===== config.mk =====
export PLATFORM = sky130hd
export DESIGN_NAME = rle_stream_writer_flat
export DESIGN_NICKNAME = d
export VERILOG_FILES = /design/src/rtl/rle_stream_writer_if.sv /design/src/rtl/rle_stream_writer.sv /design/src/flat_wrapper.sv
export SDC_FILE = /design/constraint.sdc
export NUM_CORES = 1
export LEC_CHECK = 0
export ABC_AREA = 0
export BUFFER_PORTS_ARGS = -buffer_cell sky130_fd_sc_hd__clkbuf_2
export CORE_MARGIN = 1
export CORE_UTILIZATION = 50
export CTS_CLUSTER_DIAMETER = 80
export DETAILED_ROUTE_END_ITERATION = 8
export PLACE_DENSITY = 0.77
export SLEW_MARGIN = 15
export SYNTH_ARGS = -nofsm -noshare
export SYNTH_HDL_FRONTEND = slang
export SYNTH_SLANG_ARGS = --single-unit

===== constraint.sdc =====
create_clock -name clk -period 5.4 [get_ports clk]
set_input_delay 0.54 -clock clk [delete_from_list [all_inputs] [get_ports clk]]
set_output_delay 0.54 -clock clk [all_outputs]
set_load 0.05 [all_outputs]

===== src/rtl/rle_stream_writer_if.sv =====
// ============================================================================
// rle_stream_writer_if
// ----------------------------------------------------------------------------
// Purpose : Groups the two handshakes of rle_stream_writer into one bundle.
//           - token stream : tokValid/tokReady carrying tokBit/tokRun/tokLast
//           - memory write : memWrite/memAck carrying memAddr/memData/memMask
//
// Modports:
//   slave  - the writer: consumes tokens, issues memory writes
//   master - the environment: produces tokens, accepts memory writes
// ============================================================================
interface rle_stream_writer_if #(
    parameter int DATA_W = 8,
    parameter int ADDR_W = 16,
    parameter int RUN_W  = 7
) ();
    // token stream
    logic              tokValid;
    logic              tokReady;
    logic              tokBit;
    logic [RUN_W-1:0]  tokRun;
    logic              tokLast;

    // masked memory write
    logic              memWrite;
    logic [ADDR_W-1:0] memAddr;
    logic [DATA_W-1:0] memData;
    logic [DATA_W-1:0] memMask;
    logic              memAck;

    modport slave (
        input  tokValid, tokBit, tokRun, tokLast,
        output tokReady,
        output memWrite, memAddr, memData, memMask,
        input  memAck
    );

    modport master (
        output tokValid, tokBit, tokRun, tokLast,
        input  tokReady,
        input  memWrite, memAddr, memData, memMask,
        output memAck
    );
endinterface


===== src/rtl/rle_stream_writer.sv =====
// ============================================================================
// rle_stream_writer
// ----------------------------------------------------------------------------
// Purpose : Expands run-length tokens (bit value + run length) into a bit
//           stream, packs it MSB-first into DATA_W-bit words starting at an
//           arbitrary word address / bit position, and writes each word out
//           with a per-bit mask so partial first/last words never disturb
//           neighbouring data. Reports the next free address/bit position
//           so a following stream can be chained on.
//
// Optional feature (macro RLE_STREAM_WRITER_BOUND_CHK_EN):
//           adds input limitByteIndx and sticky output error. Any write whose
//           address exceeds the limit is suppressed and the stream ends.
//
// Ports:
//   clk            in   clock, rising edge
//   rst_n          in   asynchronous active-low reset
//   start          in   begin a stream (sampled only while idle)
//   startByteIndx  in   first word address
//   startBitIndx   in   first bit position (0 = MSB)
//   bus            --   token stream + memory write handshakes (slave side)
//   busy           out  high while a stream is in progress
//   done           out  one-cycle completion pulse
//   newByteIndx    out  next free word address (valid from the done pulse)
//   newBitIndx     out  next free bit position
//   limitByteIndx  in   highest writable address   (bound check only)
//   error          out  sticky bound violation flag (bound check only)
// ============================================================================
module rle_stream_writer #(
    parameter  int DATA_W = 8,
    parameter  int ADDR_W = 16,
    parameter  int RUN_W  = 7,
    localparam int POS_W  = $clog2(DATA_W)
) (
    input  logic               clk,
    input  logic               rst_n,
    input  logic               start,
    input  logic [ADDR_W-1:0]  startByteIndx,
    input  logic [POS_W-1:0]   startBitIndx,
    rle_stream_writer_if.slave bus,
    output logic               busy,
    output logic               done,
    output logic [ADDR_W-1:0]  newByteIndx,
    output logic [POS_W-1:0]   newBitIndx
`ifdef RLE_STREAM_WRITER_BOUND_CHK_EN
    ,
    input  logic [ADDR_W-1:0]  limitByteIndx,
    output logic               error
`endif
);

    typedef enum logic [1:0] {
        IDLE  = 2'd0,
        FILL  = 2'd1,
        WRITE = 2'd2,
        DONE  = 2'd3
    } state_t;

    // Arithmetic width wide enough for both a run length and DATA_W itself.
    localparam int CW = (RUN_W > POS_W + 1) ? RUN_W : POS_W + 1;

    state_t             state_q;
    logic [ADDR_W-1:0]  addr_q;
    logic [POS_W:0]     pos_q;        // one extra bit so DATA_W is representable
    logic [DATA_W-1:0]  word_q;
    logic [DATA_W-1:0]  mask_q;
    logic [RUN_W-1:0]   rem_q;
    logic               bit_q;
    logic               last_q;
    logic               flush_q;      // current write is the final partial word
    logic               mem_write_q;
    logic               done_q;
    logic [ADDR_W-1:0]  new_byte_q;
    logic [POS_W-1:0]   new_bit_q;
`ifdef RLE_STREAM_WRITER_BOUND_CHK_EN
    logic [ADDR_W-1:0]  limit_q;
    logic               error_q;
`endif

    // ------------------------------------------------------------------
    // Chunk computation: n = min(rem, DATA_W - pos) bits land at
    // positions pos .. pos+n-1 of the current word.
    // ------------------------------------------------------------------
    logic [CW-1:0]      rem_ext;
    logic [CW-1:0]      pos_ext;
    logic [CW-1:0]      room;
    logic [CW-1:0]      take;
    logic [CW-1:0]      pos_end;
    logic [DATA_W-1:0]  chunk_mask;
    logic [DATA_W-1:0]  word_fill;
    logic [DATA_W-1:0]  mask_fill;
    logic [POS_W:0]     pos_next;
    logic [RUN_W-1:0]   rem_next;
    logic               word_full;
    logic               over_limit;

    assign rem_ext = CW'(rem_q);
    assign pos_ext = CW'(pos_q);
    assign room    = CW'(DATA_W) - pos_ext;
    assign take    = (rem_ext < room) ? rem_ext : room;
    assign pos_end = pos_ext + take;

    // Bit position p corresponds to data bit DATA_W-1-p (MSB-first packing).
    generate
        for (genvar gi = 0; gi < DATA_W; gi++) begin : g_chunk
            assign chunk_mask[DATA_W-1-gi] = (CW'(gi) >= pos_ext) && (CW'(gi) < pos_end);
        end
    endgenerate

    assign word_fill = (word_q & ~chunk_mask) | ({DATA_W{bit_q}} & chunk_mask);
    assign mask_fill = mask_q | chunk_mask;
    assign pos_next  = pos_end[POS_W:0];
    assign rem_next  = rem_q - take[RUN_W-1:0];
    assign word_full = (pos_end == CW'(DATA_W));

`ifdef RLE_STREAM_WRITER_BOUND_CHK_EN
    assign over_limit = (addr_q > limit_q);
    assign error      = error_q;
`else
    assign over_limit = 1'b0;
`endif

    // ------------------------------------------------------------------
    // Outputs
    // ------------------------------------------------------------------
    // A token is only taken when the previous run is exhausted and the
    // stream has not already seen its last token.
    assign bus.tokReady = (state_q == FILL) && (rem_q == '0) && !last_q;
    assign bus.memWrite = mem_write_q;
    assign bus.memAddr  = addr_q;
    assign bus.memData  = word_q;
    assign bus.memMask  = mask_q;

    assign busy        = (state_q != IDLE);
    assign done        = done_q;
    assign newByteIndx = new_byte_q;
    assign newBitIndx  = new_bit_q;

    // ------------------------------------------------------------------
    // Control FSM
    // ------------------------------------------------------------------
    always_ff @(posedge clk or negedge rst_n) begin
        if (!rst_n) begin
            state_q     <= IDLE;
            addr_q      <= '0;
            pos_q       <= '0;
            word_q      <= '0;
            mask_q      <= '0;
            rem_q       <= '0;
            bit_q       <= 1'b0;
            last_q      <= 1'b0;
            flush_q     <= 1'b0;
            mem_write_q <= 1'b0;
            done_q      <= 1'b0;
            new_byte_q  <= '0;
            new_bit_q   <= '0;
`ifdef RLE_STREAM_WRITER_BOUND_CHK_EN
            limit_q     <= '0;
            error_q     <= 1'b0;
`endif
        end else begin
            done_q <= 1'b0;

            case (state_q)
                IDLE: begin
                    if (start) begin
                        addr_q  <= startByteIndx;
                        pos_q   <= {1'b0, startBitIndx};
                        word_q  <= '0;
                        mask_q  <= '0;
                        rem_q   <= '0;
                        last_q  <= 1'b0;
                        flush_q <= 1'b0;
`ifdef RLE_STREAM_WRITER_BOUND_CHK_EN
                        limit_q <= limitByteIndx;
                        error_q <= 1'b0;
`endif
                        state_q <= FILL;
                    end
                end

                FILL: begin
                    if (rem_q != '0) begin
                        word_q <= word_fill;
                        mask_q <= mask_fill;
                        pos_q  <= pos_next;
                        rem_q  <= rem_next;
                        if (word_full) begin
                            if (over_limit) begin
                                // Suppressed write: stream ends at the start
                                // of the word that could not be written.
`ifdef RLE_STREAM_WRITER_BOUND_CHK_EN
                                error_q <= 1'b1;
`endif
                                pos_q      <= '0;
                                new_byte_q <= addr_q;
                                new_bit_q  <= '0;
                                done_q     <= 1'b1;
                                state_q    <= DONE;
                            end else begin
                                flush_q     <= 1'b0;
                                mem_write_q <= 1'b1;
                                state_q     <= WRITE;
                            end
                        end
                    end else if (last_q) begin
                        if (mask_q != '0) begin
                            if (over_limit) begin
`ifdef RLE_STREAM_WRITER_BOUND_CHK_EN
                                error_q <= 1'b1;
`endif
                                pos_q      <= '0;
                                new_byte_q <= addr_q;
                                new_bit_q  <= '0;
                                done_q     <= 1'b1;
                                state_q    <= DONE;
                            end else begin
                                flush_q     <= 1'b1;
                                mem_write_q <= 1'b1;
                                state_q     <= WRITE;
                            end
                        end else begin
                            // Nothing pending: the stream ends on a word edge
                            // (or emitted no bits at all).
                            new_byte_q <= addr_q;
                            new_bit_q  <= pos_q[POS_W-1:0];
                            done_q     <= 1'b1;
                            state_q    <= DONE;
                        end
                    end else if (bus.tokValid) begin
                        // Load cycle only; bits are emitted from the next cycle.
                        rem_q  <= bus.tokRun;
                        bit_q  <= bus.tokBit;
                        last_q <= bus.tokLast;
                    end
                end

                WRITE: begin
                    if (bus.memAck) begin
                        mem_write_q <= 1'b0;
                        if (flush_q) begin
                            // Partial last word: the next stream continues
                            // inside this same word.
                            new_byte_q <= addr_q;
                            new_bit_q  <= pos_q[POS_W-1:0];
                            done_q     <= 1'b1;
                            state_q    <= DONE;
                        end else begin
                            addr_q  <= addr_q + ADDR_W'(1);
                            pos_q   <= '0;
                            word_q  <= '0;
                            mask_q  <= '0;
                            state_q <= FILL;
                        end
                    end
                end

                DONE: begin
                    state_q <= IDLE;
                end

                default: begin
                    state_q <= IDLE;
                end
            endcase
        end
    end

endmodule


===== src/flat_wrapper.sv =====
// flat-port wrapper written by rule: the top's interface ports become plain ports
module rle_stream_writer_flat 
#(
    parameter  int DATA_W = 8,
    parameter  int ADDR_W = 16,
    parameter  int RUN_W  = 7,
    localparam int POS_W  = $clog2(DATA_W)
)
  (clk, rst_n, start, startByteIndx, startBitIndx, busy, done, newByteIndx, newBitIndx, bus_tokValid, bus_tokBit, bus_tokRun, bus_tokLast, bus_tokReady, bus_memWrite, bus_memAddr, bus_memData, bus_memMask, bus_memAck);
  rle_stream_writer_if #(.DATA_W(DATA_W), .ADDR_W(ADDR_W), .RUN_W(RUN_W)) bus_i ();
  input  logic clk;
  input  logic rst_n;
  input  logic start;
  input  logic [ADDR_W-1:0] startByteIndx;
  input  logic [POS_W-1:0] startBitIndx;
  output logic busy;
  output logic done;
  output logic [ADDR_W-1:0] newByteIndx;
  output logic [POS_W-1:0] newBitIndx;
  input wire logic [$bits(bus_i.tokValid)-1:0] bus_tokValid;
  input wire logic [$bits(bus_i.tokBit)-1:0] bus_tokBit;
  input wire logic [$bits(bus_i.tokRun)-1:0] bus_tokRun;
  input wire logic [$bits(bus_i.tokLast)-1:0] bus_tokLast;
  output wire logic [$bits(bus_i.tokReady)-1:0] bus_tokReady;
  output wire logic [$bits(bus_i.memWrite)-1:0] bus_memWrite;
  output wire logic [$bits(bus_i.memAddr)-1:0] bus_memAddr;
  output wire logic [$bits(bus_i.memData)-1:0] bus_memData;
  output wire logic [$bits(bus_i.memMask)-1:0] bus_memMask;
  input wire logic [$bits(bus_i.memAck)-1:0] bus_memAck;
  assign bus_i.tokValid = bus_tokValid;
  assign bus_i.tokBit = bus_tokBit;
  assign bus_i.tokRun = bus_tokRun;
  assign bus_i.tokLast = bus_tokLast;
  assign bus_tokReady = bus_i.tokReady;
  assign bus_memWrite = bus_i.memWrite;
  assign bus_memAddr = bus_i.memAddr;
  assign bus_memData = bus_i.memData;
  assign bus_memMask = bus_i.memMask;
  assign bus_i.memAck = bus_memAck;
  rle_stream_writer #(.DATA_W(DATA_W), .ADDR_W(ADDR_W), .RUN_W(RUN_W)) u_core (.clk(clk), .rst_n(rst_n), .start(start), .startByteIndx(startByteIndx), .startBitIndx(startBitIndx), .bus(bus_i), .busy(busy), .done(done), .newByteIndx(newByteIndx), .newBitIndx(newBitIndx));
endmodule

; ---- Word-level counts from Yosys, hierarchy flattened
; Cells that the tools add are included.
; Widths: inputs -> output; s select.
[classes]
n_addsub = 4
n_bitwise = 7
n_mux = 62
n_reduce_logical = 29
magnitude_cmp = 17
n_eq_ne = 17
[op_table]
columns = op, n
row1 = $mux 16, 8
row2 = $pmux 16 s2, 2
row3 = $pmux 8 s3, 2
row4 = $mux 8, 5
row5 = $mux 7, 5
row6 = $lt 3x7->1 const A, 4
row7 = $mux 1, 17
row8 = $add 16x1->16 const B, 1
row9 = $and 8x8->8, 2
row10 = $ge 3x4->1 const A, 4
row11 = $mux 4, 4
row12 = $or 8x8->8, 2
row13 = $reduce_and 4->1, 4
row14 = $mux 3, 5
row15 = $reduce_and 5->1, 3
row16 = $lt 1x7->1 const A, 2
row17 = $lt 2x7->1 const A, 2
row18 = $pmux 7 s2, 1
row19 = $mux 2, 6
row20 = $ne 2x2->1 const B, 6
row21 = $pmux 4 s3, 1
row22 = $logic_and 1x1->1, 10
row23 = $ne 3x3->1 const B, 3
row24 = $ge 1x4->1 const A, 2
row25 = 24 further kinds, 35
[totals]
ff_bits = 69
output_inout_bits = 55

; ---- Depth between registers and ports, before layout
; Gate-level depths: netlist (run 1).
[depth]
ltp_word = 11
ltp_mapped = 22
depth_no_buf = 21

; ---- Worst setup path after synthesis (run 1)
; No wires, ideal clock.
[synth_path]
path_type = reg-to-reg
start = reg u_core.pos_q[1]
end = reg u_core.word_q[5] (netlist: u_core.bus.memData[5])
path_stages_with_launch = 22
path_slack_ns = 0.300
t_arrival_ns = 5.020
setup_time_ns = 0.079
period_less_slack_ns = 5.100
cell_sequence = dfrtp_1 -> inv_1 -> ha_1 -> inv_1 -> o21ai_1 -> ha_1 -> a21oi_1 -> nor2b_1 -> or3_1 -> o22ai_1 -> clkbuf_1 -> o21ai_0 -> ha_1 -> fa_1 -> and3_1 -> a21oi_1 -> o21ai_0 -> a221o_1 -> o221a_2 -> clkbuf_1 -> a311oi_1 -> mux2i_1
[synth_via]
elab_chain_cells = 11
[synth_rtl]
columns = element, line
row1 = from (decl), rle_stream_writer.sv:64  ; logic [POS_W:0] pos_q;
row2 = from (signal assigned), rle_stream_writer.sv:168  ; pos_q <= {1'b0, startBitIndx};
row3 = from (signal assigned), rle_stream_writer.sv:186  ; pos_q <= pos_next;
row4 = $sub 4x4->5, rle_stream_writer.sv:99  ; assign room = CW'(DATA_W) - pos_ext;
row5 = $lt 7x7->1, rle_stream_writer.sv:100  ; assign take = (rem_ext < room) ? rem_ext : room;
row6 = $mux 7, rle_stream_writer.sv:100
row7 = $add 4x7->7, rle_stream_writer.sv:101  ; assign pos_end = pos_ext + take;
row8 = $lt 2x7->1, rle_stream_writer.sv:106  ; assign chunk_mask[DATA_W-1-gi] = (CW'(gi) >= pos_ext) && (CW'(gi) < pos_end);
row9 = $logic_and 1x1->1 (*), rle_stream_writer.sv:106
row10 = $not 8->8, rle_stream_writer.sv:110  ; assign word_fill = (word_q & ~chunk_mask) | ({DATA_W{bit_q}} & chunk_mask);
row11 = $and 8x8->8, rle_stream_writer.sv:110
row12 = $or 8x8->8 (*), rle_stream_writer.sv:110
row13 = $mux 8 (*), rle_stream_writer.sv:183  ; if (rem_q != '0) begin
row14 = $pmux 8 s3 (*), rle_stream_writer.sv:164  ; case (state_q)
row15 = to (signal assigned), rle_stream_writer.sv:184  ; word_q <= word_fill;
row16 = to (decl), rle_stream_writer.sv:65  ; logic [DATA_W-1:0] word_q;
; Mark *: on every way between the ends. The rest lies on a longest branch, timed or not. The select of a mux whose other input is x is not followed.
; A chain may end at the register's enable or synchronous reset.

; ---- Worst setup path after layout (run 1)
[layout_path]
start = reg u_core.pos_q[1]
end = reg u_core.state_q[0]
[layout_via]
elab_chain_cells = 7
[layout_rtl]
columns = element, line
row1 = $sub 4x4->5, rle_stream_writer.sv:99
row2 = $lt 7x7->1, rle_stream_writer.sv:100
row3 = $mux 7, rle_stream_writer.sv:100
row4 = $add 4x7->7 (*), rle_stream_writer.sv:101
row5 = $eq 7x4->1 (*), rle_stream_writer.sv:114  ; assign word_full = (pos_end == CW'(DATA_W));
row6 = $ne 3x2->1 (no line) (*), --
row7 = $reduce_and 4->1 (no line) (*), --
row8 = to (signal assigned), rle_stream_writer.sv:144  ; state_q <= IDLE;
row9 = to (signal assigned), rle_stream_writer.sv:178  ; state_q <= FILL;
row10 = to (signal assigned), rle_stream_writer.sv:199  ; state_q <= DONE;
row11 = to (decl), rle_stream_writer.sv:62  ; state_t state_q;
; Mark *: on every way between the ends. The rest lies on a longest branch, timed or not.

==> results of run 1 <==
[cells in the final DEF (no fill, tap or decap), drive strengths merged, types with 8 or more instances in the layout]
| master | n |
|---|---|
| clkbuf | 95 |
| dfrtp | 69 |
| nand2 | 46 |
| a21oi | 37 |
| o21ai | 28 |
| inv | 27 |
| nor2 | 26 |
| ha | 24 |
| mux2 | 22 |
| nand3 | 18 |
| o22ai | 16 |
| o21a | 12 |
| nor3 | 11 |
| nor2b | 10 |
| mux2i | 10 |
| and3 | 8 |
[per-stage QoR]
step	setup TNS (ps)	hold WS (ps)	utilization, %
3_5_place_dp	0	494.5	57.71
6_report	0	384.2	60.47
2_1_floorplan	0	244.4	-
3_3_place_gp	0	487.7	57.71
5_1_grt	-8.384	423.4	60.47
4_1_cts	0	409.6	60.12
[logic make-up after synthesis]
family	after synthesis	share of synthesized area, %
compound gates	143	22.02
fa+ha+maj	26	8.040
simple gates	135	15.46
mux	32	8.218
xor+xnor	8	1.655
buf+inv	41	3.813
flops	69	40.79
[flip-flops by register name, indices dropped and copies added, names as in the netlist]
register / cells
u_core.flush_q: 1
u_core.done: 1
u_core.pos_q: 4
u_core.bus.memWrite: 1
u_core.bus.memData: 8
u_core.newBitIndx: 3
u_core.newByteIndx: 16
u_core.last_q: 1
u_core.bus.memMask: 8
u_core.state_q: 2
u_core.bit_q: 1
u_core.rem_ext: 7
u_core.bus.memAddr: 16
[worst max-delay path, delay by kind of cell (launching register included)]
family / cells / cell delay [ps]
AO/OA/AOI/OAI: 8 / 1920
adder cells (fa/ha/maj): 3 / 850
multiplexers: 2 / 690
AND/OR/NAND/NOR: 3 / 590
flip-flops: 1 / 530
buffers and inverters: 3 / 470
[metal layers]
| metal | wire length [um] | vias up |
|---|---|---|
| met5 | 0 | - |
| met1 | 4888 | 1846 |
| met3 | 475 | 15 |
| li1 | - | 1828 |
| met4 | 150 | 0 |
| met2 | 5144 | 119 |
[worst min-delay path by stage]
stage / end / slack, ps
after global placement: u_core.newByteIndx[0]$_DFFE_PN0P_ / 490
after CTS: u_core.newByteIndx[6]$_DFFE_PN0P_ / 410
after detailed placement: u_core.newByteIndx[3]$_DFFE_PN0P_ / 490
after floorplan: u_core.bit_q$_DFFE_PN0P_ / 240
after global routing: u_core.bit_q$_DFFE_PN0P_ / 420
final: u_core.rem_ext[5]$_DFFE_PN0P_ / 380
[repair_timing]
action	in CTS	in global routing
hold endpoints to repair	0	0
hold buffers	0	0
endpoints found under the setup margin	0	14
resized for setup	0	6
[cell type report]
class                           instances  area (sq um)
Clock buffer                            9         123.9
Clock inverter                          7         73.82
Timing Repair Buffer                   90         457.9
Multi-Input combinational cell        344          2376
Inverter                               21         78.83
Sequential cell                        69          1727
Tap cell                              105         131.4
Fill cell                             704          3248
==> run metrics, run 1 <==
status=finished, final reports clean; number of warnings issued by yosys=0; Synth Area per Inst=slightly above 9 sq um; post-synthesis register bit count=69; category of the worst setup path launch point=register; Num CTS Buffers=9; Slowest-stage cell, CP=sky130_fd_sc_hd__dfrtp_1; number of buffers added on ports=87; count of cell types in the netlist=51; overall routing resource usage=around a quarter; n_diodes=0; TritonCTS Sinks=just under 70; global routing met3 resource utilization=under 10%; Setup violations, final=0; Final Critical Period=about 5100 ps; Core Rows=33; top cells by area, synth=sky130_fd_sc_hd__dfrtp_1 41%, sky130_fd_sc_hd__ha_1 7.1%, sky130_fd_sc_hd__mux2_2 5.9%; Mapped Cells=around 450; core area=roughly 0.008 sq mm; initial core utilization=51.52%; number of antenna violations at the first check in global routing=0; die height=94.01 um; Synthesized Nets=between 500 and 600; Setup Skew=16.61 ps; vias per cell=slightly below 6; cell area reported after detailed placement=0.004742 sq mm; setup slack on the worst flop-to-flop path=between 200 and 300 ps; arrival time of the worst setup path=roughly 5400 ps; Syn Std Cell Area=roughly 0.0042 sq mm; start of the worst register-to-register path=u_core.pos_q[1]$_DFFE_PN0P_; Slew Limit Fails=0; met2 track demand over resource=between 30 and 40%; CTS clock-pin slew for the worst setup and hold paths=100 ps; worst setup timing slack at the placement stage=around 160 ps; most common cell in the netlist=sky130_fd_sc_hd__dfrtp_1; number of global-route vias before repair=roughly 3600; first element of the critical path=u_core.pos_q[1]$_DFFE_PN0P_; worst slew slack as a fraction of its limit=28.11%; cell chain of the critical path=inv_1 > ha_1 > inv_1 > o21ai_2 > ha_1 > a21oi_1 > nor2b_1 > or3_1 > o22ai_1 > buf_4 > mux2_2 > ha_1 > and3_1 > a21oi_1 > o21ai_0 > a221o_1 > o22ai_1 > a221oi_2 > mux2_2; async set-or-reset flop fraction in the synthesized netlist=between 90% and 100%; count of nets after finishing=~590; worst min-delay path category=primary input to asynchronous set/reset pin; clock tree from TritonCTS=built; WL final=roughly 11000 um; met1 capacity usage during global routing=approximately a third; share of final-layout standard cells stronger than drive strength 1=25.37%; Synth Flop Type=sky130_fd_sc_hd__dfrtp_1; remaining antenna violation count after routing=0; Via Count=roughly 3800; busiest layer in global routing=met2; final hold violation count=0; Worst setup endpoint=u_core.state_q[0]$_DFFE_PN0P_; final weighted congestion of routability-driven global placement=roughly 0.89; number of violations reported at the end of detailed-routing iteration 0=220; CP Class=register to register; DP Cell Count=between 600 and 700; post-synthesis to final-layout area growth=17.38%; number of enable flip-flop cells after synthesis=0; final routed DRC violation total=0; final clock period utilization by the worst path=a little over nine tenths; maximum net fanout on the critical path=13; Worst-Margin Slew=between 1000 and 1500 ps; most frequent cells after synthesis=69 x sky130_fd_sc_hd__dfrtp_1, 46 x sky130_fd_sc_hd__nand2_1, 37 x sky130_fd_sc_hd__a21oi_1; half-perimeter wire length after detailed placement=7607 um; post-synthesis sequential area ratio=between 40% and 50%; max-cap viol count=0; setup ws final=roughly 260 ps; most used cell, CP=sky130_fd_sc_hd__ha_1; r2r endpoint=u_core.state_q[0]$_DFFE_PN0P_; Achievable Freq=0.1945 GHz; cell taking the most area after synthesis=sky130_fd_sc_hd__dfrtp_1; die outline area=~0.0088 sq mm; Wirelength per Cell=16.53 um; Final Instance Count excl. Fillers=roughly 650; Worst EP required=roughly 5700 ps; number of top-level design ports=88; x dimension of the die=between 90 and 100 um; number of buffers between clock root and the deepest sink=2; setup bufs post-CTS=0; Critical Path Sink Type=register; H-tree level count=3; grt total ovfl=0; clock root cell=sky130_fd_sc_hd__clkbuf_8; maximum number of pins on one net before global-route repair=70; share of Yosys cell area claimed by the top area cell type=between 40% and 50%; biggest cell delay along the critical path=between 500 and 600 ps; Final Cell Area=around 0.0050 sq mm; router iterations before antenna repair=4; clock latency on the worst-skew pair=between 300 and 400 ps; first-pass GRT wire length=approximately 17000 um; r2r worst-path depth=19
Power of run 1 is left out: the tool's default activity adds up to more than one toggle a clock period on the data nets, which glitch-free logic cannot reach.
==> run 2, diff against run 1 <==
--- a/config.mk
+++ b/config.mk
@@ -12,6 +12,7 @@
 export CTS_CLUSTER_DIAMETER = 80
 export DETAILED_ROUTE_END_ITERATION = 8
 export PLACE_DENSITY = 0.77
+export REMOVE_ABC_BUFFERS = 1
 export SLEW_MARGIN = 15
 export SYNTH_ARGS = -nofsm -noshare
 export SYNTH_HDL_FRONTEND = slang
==> run metrics, run 2 (synthesis results as in run 1) <==
share of final-layout standard cells stronger than drive strength 1=a little over a quarter; H-tree level count=3; worst slew slack as a fraction of its limit=approximately 28%; remaining antenna violation count after routing=0; register cell area after layout=approximately 0.0017 sq mm; x dimension of the die=roughly 94 um; Via Count=between 3000 and 4000; worst min-delay path category=primary input to asynchronous set/reset pin; number of top-level design ports=88; Setup violations, final=0; TritonCTS Sinks=just under 70; clock root cell=sky130_fd_sc_hd__clkbuf_8; maximum net fanout on the critical path=12; Worst-Margin Slew=1070 ps; max-cap viol count=0; post-route core utilization=about three fifths; Achievable Freq=between 0.2 and 0.25 GHz; post-synthesis to final-layout area growth=19.10%; status=finished, final reports clean; Critical Path Sink Type=register; clock tree from TritonCTS=built; Final Critical Period=4977 ps; CP Class=register to register; Wirelength per Cell=approximately 17 um; count of nets after finishing=~600; overall routing resource usage=between 20% and 30%; CTS clock-pin slew for the worst setup and hold paths=approximately 80 ps; Core Rows=33; footprint of the multi-input gates=roughly 0.0024 sq mm; maximum number of pins on one net before global-route repair=70; final weighted congestion of routability-driven global placement=0.8813; final sum of negative setup slack=0 ps; filler cell count in the final layout=about 720; initial core utilization=51.52%; number of buffers added on ports=87; category of the worst setup path launch point=register; final hold violation count=0; Fin Hold WS=roughly 390 ps; clock latency on the worst-skew pair=between 300 and 400 ps; number of violations reported at the end of detailed-routing iteration 0=about 140; most common cell after layout, fill and taps aside=sky130_fd_sc_hd__clkbuf_2; half-perimeter wire length after detailed placement=a little under 8000 um; Slew Limit Fails=0; number of antenna violations at the first check in global routing=0; die height=94.01 um; first-pass GRT wire length=around 18000 um; grt total ovfl=0; Num CTS Buffers=9; final clock period utilization by the worst path=around 92%; unrepaired setup endpoints after global routing=false; vias per cell=about 6; most frequent cells in the layout=86 x sky130_fd_sc_hd__clkbuf_2, 69 x sky130_fd_sc_hd__dfrtp_1, 46 x sky130_fd_sc_hd__nand2_1, 37 x sky130_fd_sc_hd__a21oi_1, 27 x sky130_fd_sc_hd__o21ai_0; WL final=10710 um; setup bufs post-CTS=0; arrival time of the worst setup path=between 5000 and 6000 ps; number of global-route vias before repair=around 3700; final routed DRC violation total=0; die outline area=between 0.008 and 0.009 sq mm; core area=0.008217 sq mm; router iterations before antenna repair=4; n_diodes=0; number of buffers between clock root and the deepest sink=2; Worst EP required=between 5000 and 6000 ps; Setup Skew=between 10 and 15 ps
==> run 2: cell types whose count changed in the layout (fill, tap and decap cells not counted), sizes merged <==
cell      delta
inv          -5
buf          +2
bufinv       +2
clkbuf       +1
clkinv       +1
clkinvlp     +1
==> run 2: routing by layer <==
| layer | track usage [%] | part of all wire [%] | vias up |
|---|---|---|---|
| li1 | - | - | 1833 |
| met1 | 32.21 | 44 | 1895 |
| met2 | 43.37 | 50 | 107 |
| met3 | 4.693 | 4.1 | 17 |
| met4 | 9.359 | 1.6 | 0 |
| met5 | 0 | 0 | - |
==> run 2: worst paths after layout <==
check	startpoint	end	slack, ps	cells past startpoint
max	u_core.pos_q[0]$_DFFE_PN0P_	u_core.bus.memData[5]$_DFFE_PN0P_	420	19
min in group clk	bus_tokBit	u_core.bit_q$_DFFE_PN0P_	430	2
max reg2reg	u_core.pos_q[0]$_DFFE_PN0P_	u_core.bus.memData[5]$_DFFE_PN0P_	420	19
min	rst_n	u_core.newByteIndx[6]$_DFFE_PN0P_	390	2
min reg2reg	u_core.newBitIndx[1]$_DFFE_PN0P_	u_core.newBitIndx[1]$_DFFE_PN0P_	510	1
max in group asynchronous	rst_n	u_core.state_q[1]$_DFFE_PN0P_	4440	2
==> run 2: final cells by class <==
class,instances,area share (%)
multi-input cells,344,47.60
clock inverters,6,1.862
well taps,105,2.606
flip-flops and latches,69,34.25
inverters,21,1.564
repair buffers,92,9.382
clock buffers,10,2.730
==> run 2: worst max-delay path, cell delays in order, from the launching register on <==
cell and delay, ps:
sky130_fd_sc_hd__dfrtp_1 420, sky130_fd_sc_hd__inv_1 160, sky130_fd_sc_hd__ha_1 240, sky130_fd_sc_hd__inv_1 120, sky130_fd_sc_hd__o21ai_4 270, sky130_fd_sc_hd__ha_1 290
sky130_fd_sc_hd__a21oi_1 160, sky130_fd_sc_hd__nor2b_1 70, sky130_fd_sc_hd__or3_1 320, sky130_fd_sc_hd__o22ai_2 150, sky130_fd_sc_hd__buf_4 220, sky130_fd_sc_hd__mux2_2 360
sky130_fd_sc_hd__ha_1 320, sky130_fd_sc_hd__and3_1 210, sky130_fd_sc_hd__a21oi_1 210, sky130_fd_sc_hd__o21ai_0 130, sky130_fd_sc_hd__a221o_1 360, sky130_fd_sc_hd__o221a_2 360
sky130_fd_sc_hd__a311oi_2 310, sky130_fd_sc_hd__mux2i_1 220
==> run 2: what timing repair did <==
action / in CTS / in global routing
gates resized for setup: 0 / 9
endpoints found under the hold margin: 0 / 0
hold buffers: 0 / 0
endpoints found under the setup margin: 0 / 20
==> run 2: stage by stage <==
step	setup WS [ps]	cells	instance area, sq um
global placement	355.6	631	4757
detailed placement	109.2	631	4757
floorplan	307.6	434	4150
CTS	79.23	647	4989
global route	76.59	647	5041
finish	422.7	647	5041
Power of run 2 is left out for the same reason.
